## src/rtl/video_timing_generator.sv

```systemverilog
// Raster timing source: walks x/y over a configurable video mode and registers the
// sync/enable/strobe decode of each position. Optional colour-bar pattern via VTG_COLOR_BAR_EN.
module video_timing_generator #(
    parameter int unsigned H_ACTIVE      = 640,
    parameter int unsigned H_FRONT       = 16,
    parameter int unsigned H_SYNC        = 96,
    parameter int unsigned H_BACK        = 48,
    parameter int unsigned V_ACTIVE      = 480,
    parameter int unsigned V_FRONT       = 10,
    parameter int unsigned V_SYNC        = 2,
    parameter int unsigned V_BACK        = 33,
    parameter bit          H_SYNC_ACTIVE = 1'b0,
    parameter bit          V_SYNC_ACTIVE = 1'b0,
    parameter int unsigned COUNT_WIDTH   = 12
) (
    input  logic                   pixel_clock,
    input  logic                   reset_n,
    input  logic                   enable,
    output logic                   video_data_enable,
    output logic                   hsync,
    output logic                   vsync,
    output logic [COUNT_WIDTH-1:0] x,
    output logic [COUNT_WIDTH-1:0] y,
    output logic                   line_start,
`ifdef VTG_COLOR_BAR_EN
    output logic [23:0]            pattern_rgb,
`endif
    output logic                   frame_start
);

    localparam int unsigned H_TOTAL = H_ACTIVE + H_FRONT + H_SYNC + H_BACK;
    localparam int unsigned V_TOTAL = V_ACTIVE + V_FRONT + V_SYNC + V_BACK;

    localparam logic [COUNT_WIDTH-1:0] H_LAST     = COUNT_WIDTH'(H_TOTAL - 1);
    localparam logic [COUNT_WIDTH-1:0] V_LAST     = COUNT_WIDTH'(V_TOTAL - 1);
    localparam logic [COUNT_WIDTH-1:0] H_ACT_END  = COUNT_WIDTH'(H_ACTIVE);
    localparam logic [COUNT_WIDTH-1:0] V_ACT_END  = COUNT_WIDTH'(V_ACTIVE);
    localparam logic [COUNT_WIDTH-1:0] H_SYNC_BEG = COUNT_WIDTH'(H_ACTIVE + H_FRONT);
    localparam logic [COUNT_WIDTH-1:0] H_SYNC_END = COUNT_WIDTH'(H_ACTIVE + H_FRONT + H_SYNC);
    localparam logic [COUNT_WIDTH-1:0] V_SYNC_BEG = COUNT_WIDTH'(V_ACTIVE + V_FRONT);
    localparam logic [COUNT_WIDTH-1:0] V_SYNC_END = COUNT_WIDTH'(V_ACTIVE + V_FRONT + V_SYNC);

    typedef enum logic [0:0] {StIdle, StRun} state_e;

    state_e                 state_q, state_d;
    logic [COUNT_WIDTH-1:0] x_q, x_d, y_q, y_d;
    logic                   de_q, de_d, hs_q, hs_d, vs_q, vs_d;
    logic                   ls_q, ls_d, fs_q, fs_d;
    logic                   decode;

`ifdef VTG_COLOR_BAR_EN
    localparam int unsigned BAR_W = H_ACTIVE / 8;
    // Guard the divisor so very narrow modes still elaborate; bar region is then empty.
    localparam logic [COUNT_WIDTH-1:0] BAR_DIV = COUNT_WIDTH'((BAR_W == 0) ? 1 : BAR_W);
    localparam logic [COUNT_WIDTH-1:0] BAR_END = COUNT_WIDTH'(8 * BAR_W);

    logic [23:0]            rgb_q, rgb_d;
    logic [COUNT_WIDTH-1:0] bar_idx;
`endif

    always_comb begin
        state_d = state_q;
        x_d     = x_q;
        y_d     = y_q;
        de_d    = de_q;
        hs_d    = hs_q;
        vs_d    = vs_q;
        ls_d    = 1'b0;
        fs_d    = 1'b0;
        decode  = 1'b0;

        unique case (state_q)
            StIdle: begin
                if (enable) begin
                    state_d = StRun;
                    x_d     = '0;
                    y_d     = '0;
                    decode  = 1'b1;
                end
            end
            StRun: begin
                if (enable) begin
                    decode = 1'b1;
                    if (x_q == H_LAST) begin
                        x_d = '0;
                        y_d = (y_q == V_LAST) ? '0 : y_q + COUNT_WIDTH'(1);
                    end else begin
                        x_d = x_q + COUNT_WIDTH'(1);
                    end
                end
            end
            default: state_d = StIdle;
        endcase

        // Outputs are the decode of the position being loaded, so they line up with x/y.
        if (decode) begin
            de_d = (x_d < H_ACT_END) && (y_d < V_ACT_END);
            hs_d = ((x_d >= H_SYNC_BEG) && (x_d < H_SYNC_END)) ? H_SYNC_ACTIVE : ~H_SYNC_ACTIVE;
            vs_d = ((y_d >= V_SYNC_BEG) && (y_d < V_SYNC_END)) ? V_SYNC_ACTIVE : ~V_SYNC_ACTIVE;
            ls_d = (x_d == '0);
            fs_d = (x_d == '0) && (y_d == '0);
        end
    end

`ifdef VTG_COLOR_BAR_EN
    always_comb begin
        rgb_d   = rgb_q;
        bar_idx = x_d / BAR_DIV;
        if (decode) begin
            rgb_d = 24'h000000;
            if (de_d && (x_d < BAR_END)) begin
                case (bar_idx)
                    COUNT_WIDTH'(0): rgb_d = 24'hFFFFFF;
                    COUNT_WIDTH'(1): rgb_d = 24'hFFFF00;
                    COUNT_WIDTH'(2): rgb_d = 24'h00FFFF;
                    COUNT_WIDTH'(3): rgb_d = 24'h00FF00;
                    COUNT_WIDTH'(4): rgb_d = 24'hFF00FF;
                    COUNT_WIDTH'(5): rgb_d = 24'hFF0000;
                    COUNT_WIDTH'(6): rgb_d = 24'h0000FF;
                    default:         rgb_d = 24'h000000;
                endcase
            end
        end
    end

    always_ff @(posedge pixel_clock or negedge reset_n) begin
        if (!reset_n) begin
            rgb_q <= 24'h000000;
        end else begin
            rgb_q <= rgb_d;
        end
    end

    assign pattern_rgb = rgb_q;
`endif

    always_ff @(posedge pixel_clock or negedge reset_n) begin
        if (!reset_n) begin
            state_q <= StIdle;
            x_q     <= '0;
            y_q     <= '0;
            de_q    <= 1'b0;
            hs_q    <= ~H_SYNC_ACTIVE;
            vs_q    <= ~V_SYNC_ACTIVE;
            ls_q    <= 1'b0;
            fs_q    <= 1'b0;
        end else begin
            state_q <= state_d;
            x_q     <= x_d;
            y_q     <= y_d;
            de_q    <= de_d;
            hs_q    <= hs_d;
            vs_q    <= vs_d;
            ls_q    <= ls_d;
            fs_q    <= fs_d;
        end
    end

    assign x                 = x_q;
    assign y                 = y_q;
    assign video_data_enable = de_q;
    assign hsync             = hs_q;
    assign vsync             = vs_q;
    assign line_start        = ls_q;
    assign frame_start       = fs_q;

endmodule

```

## config.mk

```make
export PLATFORM = sky130hd
export DESIGN_NAME = video_timing_generator
export DESIGN_NICKNAME = d
export VERILOG_FILES = /design/src/rtl/video_timing_generator.sv
export SDC_FILE = /design/constraint.sdc
export NUM_CORES = 1
export LEC_CHECK = 0
export ABC_AREA = 1
export CORE_MARGIN = 4
export CORE_UTILIZATION = 29
export CTS_CLUSTER_SIZE = 40
export DETAILED_ROUTE_END_ITERATION = 10
export PLACE_DENSITY_LB_ADDON = 0.1
export SYNTH_ARGS = -nofsm -noshare
export SYNTH_HDL_FRONTEND = slang
export SYNTH_SLANG_ARGS = --single-unit
```

## constraint.sdc

```tcl
create_clock -name pixel_clock -period 3.25 [get_ports pixel_clock]
set_input_delay 0.65 -clock pixel_clock [delete_from_list [all_inputs] [get_ports pixel_clock]]
set_output_delay 0.65 -clock pixel_clock [all_outputs]
set_load 0.02 [all_outputs]
```

# == Word level (Yosys, flattened, before mapping) ==
# Index checks and enable logic that the tools add are counted.
# classes
n_addsub,2
mul,0
div_mod_pow,0
magnitude_cmp,6
n_eq_ne,2
shifts,0
n_mux,15
n_bitwise,1
reduce_logical,6
# ops
op,count
$mux W12,7
$pmux W12 S2,2
$add A12 B1 Y12 const B,2
$eq A12 B10 Y1 const B,2
$logic_not A12 Y1,2
$lt A12 B10 Y1 const B,2
$lt A12 B9 Y1 const B,2
$ge A12 B10 Y1 const B,1
$ge A12 B9 Y1 const B,1
$mux W1,6
$logic_and A1 B1 Y1,4
$not A1 Y1,1
# word_totals
register_bits,30
latchBits,0
ramBits,0
rom_bits,0
inputBits,3
output_inout_bits,29
wordCells,40
memories,0

# == Longest topological paths before layout ==
# Gate-level depths: netlist of run 1.
# depth
ltp_word,8
depth_mapped,17
mapped_depth_nobuf,16

# == Worst setup path after synthesis of run 1 ==
# No wires, ideal clock.
# synth_path
path_type,flip-flop to flip-flop
from,"register x_q[0], in the netlist x[0]"
to,"register vs_q, in the netlist vsync"
setup_ns,0.072
arrival_ns,1.895
required_ns,3.178
setup_slack_ns,1.283
path_stages_with_launch,16
n_path_buf,1
period_less_slack_ns,1.967
path_cell_list,dfrtp_1 -> ha_1 -> nand3_2 -> nor2_8 -> nand2_4 -> nand2_8 -> nand2_4 -> buf_6 -> nand2_1 -> nand2_1 -> nand2_2 -> nand3_1 -> nor2_1 -> nand3_1 -> nand2_1 -> inv_1
# synth_via
elab_chain_cells,7
elab_cells_between_ends,8
cone_classes,order compare (2); eq/ne (1); mux (4); reduce/logical (1)
# synth_lines
element,line_no,source
start: declaration,46,"logic [COUNT_WIDTH-1:0] x_q, x_d, y_q, y_d;"
start signal: assignment,140,x_q <= '0;
start signal: assignment,149,x_q <= x_d;
$eq A12 B10 Y1 (*),84,if (x_q == H_LAST) begin
$mux W12 (*),84,
$mux W12 (*),82,if (enable) begin
$pmux W12 S2 (*),72,unique case (state_q)
$ge A12 B9 Y1 / $lt A12 B9 Y1 (equally long branches),99,vs_d = ((y_d >= V_SYNC_BEG) && (y_d < V_SYNC_END)) ? V_SYNC_ACTIVE : ~V_SYNC_ACTIVE;
$logic_and A1 B1 Y1 (*),99,
$mux W1 (*),99,
end signal: assignment,144,vs_q <= ~V_SYNC_ACTIVE;
end signal: assignment,153,vs_q <= vs_d;
end: declaration,47,"logic de_q, de_d, hs_q, hs_d, vs_q, vs_d;"
# Mark *: on every way between the ends. The rest lies on a longest branch, timed or not.
# A chain may end at the register's enable or synchronous reset.

# == Worst setup path in the final report of run 1 ==
# layout_path
from,"register x_q[0], in the netlist x[0]"
to,"register fs_q, in the netlist frame_start"
# layout_via
elab_chain_cells,7
elab_cells_between_ends,13
cone_classes,add/sub (1); eq/ne (1); mux (8); reduce/logical (3)
# layout_lines
element,line_no,source
$eq A12 B10 Y1,84,
$mux W12,84,
$mux W12,82,
$pmux W12 S2,72,
net y_d[4],46,
$logic_not A12 Y1,101,fs_d = (x_d == '0) && (y_d == '0);
$logic_and A1 B1 Y1,101,
$mux W1,96,if (decode) begin
net fs_d,48,"logic ls_q, ls_d, fs_q, fs_d;"
end signal: assignment,155,fs_q <= fs_d;
end: declaration,48,
# The timed path passes the listed nets, and every way through them passes these cells.

==> results of run 1 <==
==> worst min-delay path: stages, from the launching register on <==
cell and delay [ns]:
dfrtp_1 0.35, nand2_1 0.05, nand2_1 0.06
==> synthesized netlist by cell type <==
cell / count / area [sq um]
nand2_1: 102 / 383
inv_1: 46 / 173
nor2_1: 42 / 158
nand3_1: 32 / 160
dfrtp_1: 28 / 701
nand2_2: 9 / 56.3
nand4_1: 9 / 56.3
o21ai_0: 9 / 45.0
nand3_2: 6 / 60.1
nor3_1: 5 / 25.0
o21bai_1: 4 / 30.0
ha_1: 3 / 37.5
nor2_2: 3 / 18.8
a21oi_1: 2 / 10.0
buf_4: 2 / 15.0
clkbuf_1: 2 / 7.51
dfstp_2: 2 / 52.6
inv_2: 2 / 7.51
nand2_4: 2 / 22.5
o22ai_1: 2 / 12.5
a21o_1: 1 / 7.51
buf_6: 1 / 11.3
clkinv_1: 1 / 3.75
nand2_8: 1 / 20.0
nand3b_1: 1 / 7.51
nor2_4: 1 / 11.3
nor2_8: 1 / 20.0
nor3_2: 1 / 10.0
o211ai_1: 1 / 7.51
or2_2: 1 / 6.26
xnor2_1: 1 / 8.76
==> final cells by class <==
cell class | count | area (sq um) | share of cell area (%)
multi-input combinational | 239 | 1170 | 44.1
sequential | 30 | 753 | 28.3
timing repair buffer | 34 | 333 | 12.5
inverter | 49 | 184 | 6.91
tap | 99 | 124 | 4.65
clock buffer | 6 | 82.6 | 3.10
clock inverter | 2 | 12.5 | 0.470
==> power by group <==
group	leakage, nW	total [W]	switching (W)	internal [W]
sequential	0.393	0.000476	0.0000597	0.000416
combinational	0.905	0.000369	0.000224	0.000145
clock	0.0472	0.000317	0.000147	0.000170
==> logic make-up (layout without fill, tap and decap cells) <==
family / after synthesis / after routing / share of synthesized area (%)
AOI/OAI and AO/OA: 19 / 19 / 5.25
xor gates and xnor gates: 1 / 1 / 0.408
adders and majority gates: 3 / 3 / 1.75
buffers and inverters: 54 / 91 / 10.2
DFF: 30 / 30 / 35.1
and+or+nand+nor: 216 / 216 / 47.3
==> per-layer routing <==
metal | vias up | track usage, %
met4 | 0 | 4.45
met5 | - | 0
met3 | 10 | 2.48
li1 | 1087 | -
met1 | 977 | 19.5
met2 | 37 | 25.1
==> registers in the layout (all words and copies together), names as in the netlist <==
register and cells:
video_data_enable 1, line_start 1, frame_start 1, hsync 1
y 12, vsync 1, x 12, state_q 1
==> worst max path at each step <==
stage	start	end	slack [ns]	depth (start not counted)
final	x[0]	frame_start	0.89	14
after global routing	x[0]	frame_start	0.64	14
after global placement	enable	video_data_enable	0.68	13
after floorplan	x[0]	vsync	1.28	15
after detailed placement	enable	video_data_enable	0.66	13
after CTS	x[0]	frame_start	0.88	14
==> through the flow <==
| step | util, % | total power (W) | hold slack [ns] |
|---|---|---|---|
| after floorplan | - | 0.000699 | 0.354 |
| after global placement | 35.6 | 0.000859 | 0.486 |
| after detailed placement | 35.6 | 0.000857 | 0.486 |
| after CTS | 36.9 | 0.00118 | 0.506 |
| after global routing | 36.9 | 0.00124 | 0.526 |
| final | 36.9 | 0.00116 | 0.490 |
==> results.json, run 1 <==
{
  "status": "finished, final reports clean",
  "rows": 31,
  "via_per_inst": 4.60,
  "wirelength_met1_um": 2870,
  "cts-root-buf": "clkbuf_8",
  "p_leak_nw": 1.35,
  "finClkSkew_ns": 0.00614,
  "synth_seq_area_share_pct": 35.1,
  "drt_iter0_drc": 66,
  "wl_met2_um": 2870,
  "start_kind": "register",
  "core_area_sq_mm": 0.00721,
  "numCtsBuffers": 5,
  "slowest_stage": "nor2_2",
  "synth.avg_cell_area_sq_um": 6.64,
  "final_cell_mix": "nand2_1, inv_1, nor2_1",
  "stdcell_area_sq_mm": 0.00266,
  "dieArea_sq_mm": 0.00884,
  "cts_resized": 0,
  "crit_type": "register to register",
  "crit_family": "simple AND/OR/NAND/NOR gates",
  "path_buf_inv": 1,
  "track_usage_pct": 14.9,
  "final_common_cell": "nand2_1",
  "fp.dieH_um": 94.0,
  "die_x_um": 94.0,
  "rsz0062_at_grt": "false",
  "maxCapViolations": 0,
  "yosys_warnings": 0,
  "tns_ns": 0,
  "critPathMaxFanout": 12,
  "wl_met3_um": 185,
  "rr_endpoint": "frame_start",
  "layout_min_cycle_time_ns": 2.36,
  "clkTransAtPathRegs_ns": 0.07,
  "clock.fmax_ghz": 0.424,
  "grt_pass1_vias": 2097,
  "arrival_ns": 2.54,
  "min_period_over_period_pct": 72.6,
  "ys_ff_latch": 30,
  "end_kind": "register",
  "cp.required_ns": 3.43,
  "h-tree-depth": 2,
  "post_dp_cell_area_sq_mm": 0.00257,
  "clkLatencyLatePin_ns": 0.28,
  "grt_first_pass_wirelength_um": 10300,
  "slowest_delay_ns": 0.43,
  "vdd_drop_max_mv": 0.311,
  "holdCritPathClass": "register to register",
  "cp_common_cell": "nand2_1",
  "dpl_worst_slack_ns": 0.664,
  "hold_path_depth": 2,
  "top_layer_used": "met4",
  "clock_path_buffers": 2,
  "fin_ws_ns": 0.891,
  "hold_end": "video_data_enable",
  "dr.pass1.iters": 4,
  "cp_cell_sequence": "ha_1, nand2_1, nor2_1, nand2_1, nor2_2, nand2_1, o21ai_0, nand2_1, inv_1, nor2_1, nand2_1, nor2_1, nand2_1, nor2_2",
  "reg2reg_slack_ns": 0.89,
  "antennaDiodeCount": 0,
  "wl_um": 6020,
  "powerDensity_mw_per_mm2": 437,
  "placedCellCount": 451,
  "synth_nets": 329,
  "area_growth_pct": 24.2,
  "boundaryPins": 32,
  "r2r-start": "x[0]",
  "hold_buffers": 0,
  "dp_hpwl_um": 4730,
  "final_layout_size_suffix_gt1_share_pct": 11.1,
  "r2r_cells": 14,
  "gp_congestion": 0.795,
  "post-route-drc-count": 0,
  "numPortBuffers": 31,
  "grt_antenna_before_repair": 0,
  "grt-ovfl-total": 0,
  "relSlewSlack_pct": 66.2,
  "routedWlPerCell_um": 13.1,
  "fillers": 811,
  "finalNonFillerCells": 459,
  "syn_area_sq_mm": 0.00214,
  "layout.nets": 365,
  "post_cts_buffers": 0,
  "tritoncts": "built",
  "hp-start": "video_data_enable",
  "clock_sinks": 30,
  "slew_viol_final": 0,
  "hold_viol_final": 0,
  "grt_max_degree": 31,
  "synthCells": 323,
  "ant_nets": 0,
  "start_util_pct": 29.7,
  "vias": 2111,
  "synth_cell_types": 31,
  "setup_viol": 0,
  "worst_pin_slew_ns": 0.506
}
(Power assumes the default switching activity.)
==> inputs of run 2 (changes only) <==
==> constraint.sdc (replaced) <==
create_clock -name pixel_clock -period 2.4 [get_ports pixel_clock]
set_input_delay 0.48 -clock pixel_clock [delete_from_list [all_inputs] [get_ports pixel_clock]]
set_output_delay 0.48 -clock pixel_clock [all_outputs]
set_load 0.02 [all_outputs]
==> run 2 against run 1 <==
Clock skew increased by 0.0014 ns. Worst hold slack got worse by 0.0017 ns. Via count increased by 1.8%. Core utilization increased by 1.4 points. Critical endpoint unchanged.
==> results.json, run 2 (synthesis results as in run 1) <==
{
  "cp-startpoint": "x[0]",
  "final_common_cell": "nand2_1",
  "fin_hold_ws_ns": 0.488,
  "vias": 2148,
  "final_layout_size_suffix_gt1_share_pct": 13.3,
  "grt_antenna_before_repair": 0,
  "worst_pin_slew_ns": 0.411,
  "rows": 31,
  "layout.nets": 374,
  "relSlewSlack_pct": 72.6,
  "h-tree-depth": 2,
  "wl_um": 6090,
  "cp.required_ns": 2.62,
  "grt_pass1_vias": 2216,
  "post-route-drc-count": 0,
  "antennaDiodeCount": 0,
  "cts-root-buf": "clkbuf_8",
  "grt-ovfl-total": 0,
  "vdd_drop_max_mv": 0.420,
  "crit_type": "register to register",
  "numCtsBuffers": 5,
  "setup_viol": 0,
  "hold_end": "video_data_enable",
  "powerDensity_mw_per_mm2": 609,
  "rr_endpoint": "frame_start",
  "post_cts_buffers": 0,
  "start_kind": "register",
  "numPortBuffers": 31,
  "hold_buffers": 0,
  "core_area_sq_mm": 0.00721,
  "die_x_um": 94.0,
  "clkLatencyLatePin_ns": 0.28,
  "clock_sinks": 30,
  "p_leak_nw": 1.40,
  "dp_hpwl_um": 4670,
  "dr.pass1.iters": 4,
  "slew_viol_final": 0,
  "cp_common_cell": "nand2_1",
  "tns_ns": 0,
  "critPathMaxFanout": 11,
  "clock.fmax_ghz": 0.458,
  "finClkSkew_ns": 0.00755,
  "layout_min_cycle_time_ns": 2.19,
  "routedWlPerCell_um": 13.0,
  "final_cell_mix": "nand2_1, inv_1, nor2_1",
  "hp-start": "video_data_enable",
  "via_per_inst": 4.60,
  "boundaryPins": 32,
  "status": "finished, final reports clean",
  "dieArea_sq_mm": 0.00884,
  "r2r_cells": 15,
  "r2r-start": "x[0]",
  "min_period_over_period_pct": 91.1,
  "grt_first_pass_wirelength_um": 10500,
  "gp_congestion": 0.868,
  "ant_nets": 0,
  "hold_path_depth": 2,
  "drt_iter0_drc": 61,
  "reg2reg_slack_ns": 0.21,
  "arrival_ns": 2.40,
  "hold_viol_final": 0,
  "slowest_delay_ns": 0.42,
  "area_growth_pct": 28.8,
  "grt_max_degree": 31,
  "slowest_stage": "dfrtp_1",
  "tritoncts": "built",
  "fillers": 831,
  "rsz0062_at_grt": "false",
  "end_kind": "register",
  "maxCapViolations": 0,
  "clkTransAtPathRegs_ns": 0.07,
  "fp.dieH_um": 94.0,
  "track_usage_pct": 15.0,
  "clock_path_buffers": 2,
  "cp_cell_sequence": "ha_2, nand3_2, nor2_8, nand2_4, nand2_8, nand2_4, nand2_1, nand2_1, nand2_1, inv_1, nor2_1, nand2_1, nor2_1, nand2_1, nor2_2",
  "holdCritPathClass": "register to register",
  "start_util_pct": 29.7
}
==> run 2: cell count changes in the layout (fill, tap and decap cells not counted) <==
cell	previous run	this run
ha_2	0	1
buf_12	0	1
clkinvlp_4	1	0
bufinv_16	0	1
buf_4	3	11
ha_1	3	2
clkinv_2	1	0
==> run 2: layer usage <==
layer  up-vias  GRT usage, %  part of all wire, %
li1       1112             -                    -
met1       994          18.6                   47
met2        34          26.0                   49
met3         8          2.88                  2.7
met4         0          4.93                  1.8
met5         -             0                    0
==> run 2: how the worst max path moves through the flow <==
stage	cells after the start	to	slack (ns)
final	15	frame_start	0.21
after global routing	16	frame_start	0.01
after CTS	15	frame_start	0.17
after detailed placement	11	frame_start	0.09
after global placement	12	video_data_enable	0.12
after floorplan	15	vsync	0.43
==> run 2: final cells by class <==
type,instances,area [sq um],area share (%)
Multi-Input combinational cell,239,1180,42.6
Sequential cell,30,753,27.3
Timing Repair Buffer,43,413,14.9
Inverter,49,184,6.66
Tap cell,99,124,4.48
Clock buffer,6,82.6,2.99
Clock inverter,1,30.0,1.09
==> run 2: worst max-delay path: cells and delay by family (launching register included) <==
kind,cells,cell delay (ns)
AND/OR/NAND/NOR,13,1.39
flip-flops,1,0.42
buffers and inverters,1,0.07
adder cells (fa/ha/maj),1,0.24
==> run 2: stage by stage <==
step	setup WS, ns	instances	utilization [%]	power (W)	area [sq um]
2_1_floorplan	0.433	323	-	0.000946	2140
3_3_place_gp	0.119	460	36.7	0.00117	2650
3_5_place_dp	0.0932	460	36.7	0.00116	2650
4_1_cts	0.170	467	38.3	0.00171	2760
5_1_grt	0.0120	467	38.3	0.00179	2760
6_report	0.214	467	38.3	0.00168	2760
==> run 2: repair_timing <==
| action | 4_1_cts | 5_1_grt |
|---|---|---|
| gates resized for setup | 0 | 1 |
| endpoints found under the setup margin | 0 | 1 |
| endpoints found under the hold margin | 0 | 0 |
==> run 2: power by group <==
group / internal, W / switching, W / leakage [nW]
Combinational: 0.000205 / 0.000307 / 0.953
Clock: 0.000332 / 0.000199 / 0.0573
Sequential: 0.000564 / 0.0000760 / 0.393
